<file path="config.mk">
export PLATFORM = sky130hd
export DESIGN_NAME = rv32i_multicycle_ctrl
export DESIGN_NICKNAME = d
export VERILOG_FILES = /design/src/rtl/rv32i_multicycle_ctrl.sv
export SDC_FILE = /design/constraint.sdc
export NUM_CORES = 1
export LEC_CHECK = 0
export ABC_AREA = 1
export BUFFER_PORTS_ARGS = -buffer_cell sky130_fd_sc_hd__buf_4
export CAP_MARGIN = 15
export CORE_MARGIN = 2
export CORE_UTILIZATION = 53
export DETAILED_ROUTE_END_ITERATION = 8
export PLACE_DENSITY = 0.79
export SLEW_MARGIN = 20
export SYNTH_ARGS = -nofsm -noshare
export SYNTH_HDL_FRONTEND = slang
export SYNTH_SLANG_ARGS = --single-unit
</file>
<file path="constraint.sdc">
create_clock -name clk_i -period 2.5 [get_ports clk_i]
set_input_delay 0.125 -clock clk_i [delete_from_list [all_inputs] [get_ports clk_i]]
set_output_delay 0.125 -clock clk_i [all_outputs]
set_load 0.02 [all_outputs]
</file>
<file path="src/rtl/rv32i_multicycle_ctrl.sv">
// Multi-cycle control FSM for the RV32I datapath: sequences fetch/decode/exec/mem/wb.
// Define ILLEGAL_TRAP_EN to trap on unknown opcodes; otherwise they retire as NOPs.
module rv32i_multicycle_ctrl #(
  parameter int unsigned RETIRE_W    = 32,
  parameter int unsigned MEM_TIMEOUT = 16
) (
  input  logic                clk_i,
  input  logic                rst_ni,
  input  logic                run_i,
  input  logic [6:0]          opcode_i,
  input  logic                branch_taken_i,
  input  logic                mem_ready_i,
  output logic                ir_write_o,
  output logic                pc_write_o,
  output logic [1:0]          pc_sel_o,
  output logic [1:0]          alu_src_a_o,
  output logic                alu_src_b_o,
  output logic                reg_write_o,
  output logic [1:0]          wb_sel_o,
  output logic                mem_req_o,
  output logic                mem_we_o,
  output logic [2:0]          state_o,
  output logic                mem_err_o,
  output logic                illegal_o,
  output logic [RETIRE_W-1:0] retired_o
);

  typedef enum logic [2:0] {
    S_IDLE   = 3'd0,
    S_FETCH  = 3'd1,
    S_DECODE = 3'd2,
    S_EXEC   = 3'd3,
    S_MEM    = 3'd4,
    S_WB     = 3'd5,
    S_TRAP   = 3'd6
  } state_e;

  localparam logic [6:0] OP_R     = 7'h33;
  localparam logic [6:0] OP_IMM   = 7'h13;
  localparam logic [6:0] OP_LUI   = 7'h37;
  localparam logic [6:0] OP_AUIPC = 7'h17;
  localparam logic [6:0] OP_LOAD  = 7'h03;
  localparam logic [6:0] OP_STORE = 7'h23;
  localparam logic [6:0] OP_BR    = 7'h63;
  localparam logic [6:0] OP_JAL   = 7'h6F;
  localparam logic [6:0] OP_JALR  = 7'h67;

  localparam int unsigned CNT_W = (MEM_TIMEOUT > 1) ? $clog2(MEM_TIMEOUT) : 1;

  state_e              state_q, state_d;
  logic [CNT_W-1:0]    mem_cnt_q, mem_cnt_d;
  logic [RETIRE_W-1:0] retired_q;
  logic                mem_err_q;
  logic                instr_end, err_set, known_op;
  logic [1:0]          op_a;
  logic                op_b;

  always_comb begin
    known_op = 1'b0;
    op_a     = 2'd0;
    op_b     = 1'b0;
    case (opcode_i)
      OP_R, OP_BR, OP_JAL:                begin known_op = 1'b1; end
      OP_IMM, OP_LOAD, OP_STORE, OP_JALR: begin known_op = 1'b1; op_b = 1'b1; end
      OP_LUI:   begin known_op = 1'b1; op_a = 2'd2; op_b = 1'b1; end
      OP_AUIPC: begin known_op = 1'b1; op_a = 2'd1; op_b = 1'b1; end
      default: ;
    endcase
  end

`ifdef ILLEGAL_TRAP_EN
  logic illegal_q, ill_set;
`endif

  always_comb begin
    state_d     = state_q;
    mem_cnt_d   = '0;
    instr_end   = 1'b0;
    err_set     = 1'b0;
`ifdef ILLEGAL_TRAP_EN
    ill_set     = 1'b0;
`endif
    ir_write_o  = 1'b0;
    pc_write_o  = 1'b0;
    pc_sel_o    = 2'd0;
    alu_src_a_o = 2'd0;
    alu_src_b_o = 1'b0;
    reg_write_o = 1'b0;
    wb_sel_o    = 2'd0;
    mem_req_o   = 1'b0;
    mem_we_o    = 1'b0;
    case (state_q)
      S_IDLE:  if (run_i) state_d = S_FETCH;
      S_FETCH: begin
        ir_write_o = 1'b1;
        pc_write_o = 1'b1;
        state_d    = S_DECODE;
      end
      S_DECODE: begin
        if (known_op) begin
          state_d = S_EXEC;
        end else begin
`ifdef ILLEGAL_TRAP_EN
          state_d = S_TRAP;
          ill_set = 1'b1;
`else
          instr_end = 1'b1;
`endif
        end
      end
      S_EXEC: begin
        alu_src_a_o = op_a;
        alu_src_b_o = op_b;
        case (opcode_i)
          OP_LOAD, OP_STORE: state_d = S_MEM;
          OP_BR: begin
            pc_write_o = branch_taken_i;
            pc_sel_o   = 2'd1;
            instr_end  = 1'b1;
          end
          OP_JAL:  begin pc_write_o = 1'b1; pc_sel_o = 2'd1; state_d = S_WB; end
          OP_JALR: begin pc_write_o = 1'b1; pc_sel_o = 2'd2; state_d = S_WB; end
          OP_R, OP_IMM, OP_LUI, OP_AUIPC: state_d = S_WB;
          default: instr_end = 1'b1;
        endcase
      end
      S_MEM: begin
        // ALU selects held so an unregistered address stays stable for the whole access
        alu_src_a_o = op_a;
        alu_src_b_o = op_b;
        mem_req_o   = 1'b1;
        mem_we_o    = (opcode_i == OP_STORE);
        if (mem_ready_i) begin
          if (opcode_i == OP_LOAD) state_d = S_WB;
          else                     instr_end = 1'b1;
        end else if (MEM_TIMEOUT != 0 && mem_cnt_q == CNT_W'(MEM_TIMEOUT - 1)) begin
          err_set   = 1'b1;
          instr_end = 1'b1;
        end else begin
          mem_cnt_d = mem_cnt_q + CNT_W'(1);
        end
      end
      S_WB: begin
        alu_src_a_o = op_a;
        alu_src_b_o = op_b;
        reg_write_o = 1'b1;
        if (opcode_i == OP_LOAD)                           wb_sel_o = 2'd1;
        else if (opcode_i == OP_JAL || opcode_i == OP_JALR) wb_sel_o = 2'd2;
        instr_end   = 1'b1;
      end
      S_TRAP:  state_d = S_TRAP;
      default: state_d = S_IDLE;
    endcase
    if (instr_end) state_d = run_i ? S_FETCH : S_IDLE;
  end

  always_ff @(posedge clk_i) begin
    if (!rst_ni) begin
      state_q   <= S_IDLE;
      mem_cnt_q <= '0;
      retired_q <= '0;
      mem_err_q <= 1'b0;
    end else begin
      state_q   <= state_d;
      mem_cnt_q <= mem_cnt_d;
      retired_q <= retired_q + RETIRE_W'(instr_end);
      mem_err_q <= mem_err_q | err_set;
    end
  end

`ifdef ILLEGAL_TRAP_EN
  always_ff @(posedge clk_i) begin
    if (!rst_ni) illegal_q <= 1'b0;
    else         illegal_q <= illegal_q | ill_set;
  end
  assign illegal_o = illegal_q;
`else
  assign illegal_o = 1'b0;
`endif

  assign state_o   = state_q;
  assign retired_o = retired_q;
  assign mem_err_o = mem_err_q;

endmodule

</file>
==> flow_metrics.env <==
export IMPL_status="completed"
export IMPL_hpwl_um=5210
export IMPL_setup_viol_count_final=0
export IMPL_wl_per_cell_um=14.8
export IMPL_seq_area_frac_synth=0.324
export IMPL_syn_to_final_growth_pct=38.6
export IMPL_grt_pass1_wl_um=11000
export IMPL_die_y_um=72.3
export IMPL_cts_max_path_buffers=2
export IMPL_firstDrtPassIters=6
export IMPL_synth_main_ff_cell="dfxtp_1"
export IMPL_hp_class="in2reg"
export IMPL_cts_sinks=40
export IMPL_drive_gt1_frac=0.317
export IMPL_row_count=24
export IMPL_synth_area_um2=2470
export IMPL_critPathLaunchType="register"
export IMPL_clkTransAtPathRegs_ns=0.08
export IMPL_hold_path_end="retired_o[7]$_SDFF_PN0_"
export IMPL_cts_tree="done"
export IMPL_htree_num_levels=2
export IMPL_criticalPathCategory="reg2reg"
export IMPL_r2r_end="retired_o[22]$_SDFF_PN0_"
export IMPL_syn_nets=393
export IMPL_fin_crit_sh=0.972
export IMPL_yosysTopAreaCell="dfxtp_1"
export IMPL_reg2regPathDepth=19
export IMPL_core_area_um2=4410
export IMPL_hold_violations=0
export IMPL_start_util=0.560
export IMPL_skew_ns=0.00806
export IMPL_synth_edf_count=0
export IMPL_finalNonFillerCells=515
export IMPL_worstSetupEndpointType="register"
export IMPL_post_dp_cell_area_um2=3030
export IMPL_max_clock_freq_ghz=0.411
export IMPL_grt_pass1_vias=2465
export IMPL_cts_root_buf="clkbuf_8"
export IMPL_p_per_area_nw_per_um2=503
export IMPL_diodes=0
export IMPL_synth_common_cells="81 x nand2_1, 52 x nor2_1, 48 x inv_1"
export IMPL_ant_nets=0
export IMPL_yosysTopAreaCellShare=0.324
export IMPL_grt_max_degree=27
export IMPL_num_io_pins=61
export IMPL_worstPathRequired_ns=2.73
export IMPL_max_cap_violations=0
export IMPL_critPathMaxFanout=6
export IMPL_cts_inserted_buffers=5
export IMPL_fin_area_um2=3430
export IMPL_rsz0062_at_grt="true"
export IMPL_antenna_found_initial=0
export IMPL_vdd_drop_max_v=0.000499
export IMPL_hp_start="rst_ni"
export IMPL_yosysMostFrequentCell="nand2_1"
export IMPL_holdPathStages=3
export IMPL_dr_total_vias=2863
export IMPL_portBuffers=59
export IMPL_r2r_start="state_o[2]$_SDFFE_PN0P_"
export IMPL_nets=479
export IMPL_drt_total_wl_um=7630
export IMPL_power_leakage_nw=1.47
export IMPL_ys_types=38
export IMPL_dp_cells=492
export IMPL_finalMaxSlewViolations=0
export IMPL_gp_congestion=0.957
export IMPL_via_per_inst=5.56
export IMPL_grt_util_all_layers=0.266
export IMPL_finalCriticalPeriod_ns=2.43
export IMPL_ys_ff_latch=40
export IMPL_clk_latency_ns=0.29
export IMPL_route_detailed_drc=0
export IMPL_avgSynthCellArea_um2=6.58
export IMPL_rrSetupSlack_ns=0.07
export IMPL_critical_path_arrival_ns=2.66
export IMPL_die_x_um=72.3
export IMPL_die_area_um2=5230
export IMPL_p_total_mw=1.73
export IMPL_overflow=0
export IMPL_async_flop_share=0
export IMPL_yosys_top_cells_area="dfxtp_1 32%, nand2_1 12%, nor2_1 7.9%"
export IMPL_drt_initial_drc_count=246
export IMPL_ys_warn_count=0
export IMPL_synthCells=376
export IMPL_fillCellCount=316
## how the worst max path moves through the flow
stage,startpoint,end,slack [ns],depth (start not counted)
finish,state_o[2]$_SDFFE_PN0P_,retired_o[22]$_SDFF_PN0_,0.07,19
global route,state_o[2]$_SDFFE_PN0P_,retired_o[22]$_SDFF_PN0_,-0.11,19
CTS,state_o[2]$_SDFFE_PN0P_,retired_o[25]$_SDFF_PN0_,0.006,16
detailed placement,state_o[2]$_SDFFE_PN0P_,retired_o[25]$_SDFF_PN0_,-0.08,17
global placement,state_o[2]$_SDFFE_PN0P_,retired_o[25]$_SDFF_PN0_,-0.001,13
floorplan,state_o[0]$_SDFFE_PN0P_,retired_o[25]$_SDFF_PN0_,0.00001,15
## final cells by class
type | count | area [µm²] | share of cell area
tap | 52 | 65.1 | 0.0190
clock buffer | 7 | 96.3 | 0.0281
multi-input combinational | 276 | 1580 | 0.462
clock inverter | 1 | 30.0 | 0.00876
timing repair buffer | 84 | 631 | 0.184
inverter | 55 | 214 | 0.0624
sequential | 40 | 811 | 0.236
## metrics by stage
stage	worst slack (ns)	setup TNS (ns)	hold WS, ns	util
floorplan	0.00000955	0	0.314	-
global placement	-0.00102	-0.00102	0.435	0.687
detailed placement	-0.0776	-0.132	0.434	0.687
CTS	0.00598	0	0.144	0.719
global route	-0.112	-0.596	0.141	0.777
finish	0.0691	0	0.149	0.777
## worst max-delay path: stages, from the launching register on
cell      delay [ns]
dfxtp_4         0.38
inv_4           0.09
nand2_2         0.06
nor2_1          0.11
nand2_1         0.06
inv_1           0.06
nand3_2         0.09
nand2_2         0.13
o21bai_4        0.07
inv_2           0.10
ha_4            0.14
nand2_4         0.06
inv_4           0.07
nand3_4         0.07
nor2_4          0.17
inv_4           0.06
nor3_4          0.22
inv_1           0.07
or2_0           0.22
a21oi_1         0.13
## sequential cells by signal (all words and copies together), names as in the netlist
name and count:
mem_cnt_q 4, mem_err_o 1, retired_o 32, state_o 3
## report_power, final
group / switching [mW] / internal [mW]
Clock: 0.217 / 0.352
Sequential: 0.0266 / 0.657
Combinational: 0.273 / 0.200
## cell usage in the layout (no fill, tap or decap), drive strengths merged
cell type	n
nand2	85
buf	84
nor2	63
inv	53
dfxtp	40
nand3	24
a21oi	21
nor3	19
nand4	15
or2	11
o21ai	10
clkbuf	7
xor2	6
ha	5
nor4	3
xnor2	3
clkinv	2
o21bai	2
nor3b	2
a311oi	1
o221ai	1
o22ai	1
nand3b	1
a211oi	1
o21a	1
conb	1
bufinv	1
## per-layer routing
metal	vias to the layer above	track usage	wire length, µm
met2	138	0.451	3750
met4	0	0.0797	155
li1	1390	-	-
met1	1313	0.340	3180
met3	22	0.0569	540
met5	-	0	0
## kinds of logic after synthesis
| group | after synthesis | share of synthesized area |
|---|---|---|
| flops | 40 | 0.324 |
| other cells | 1 | 0.00152 |
| fa+ha+maj | 5 | 0.0253 |
| compound gates | 38 | 0.0875 |
| simple gates | 223 | 0.436 |
| xor+xnor | 9 | 0.0319 |
| buf+inv | 60 | 0.0941 |
## repair_timing
item / CTS / global route
setup endpoints to repair: 4 / 21
pin swaps: 0 / 14
setup buffers: 0 / 15
resized for setup: 4 / 35
hold buffers: 0 / 0
Power figures use the tool's default switching activity.
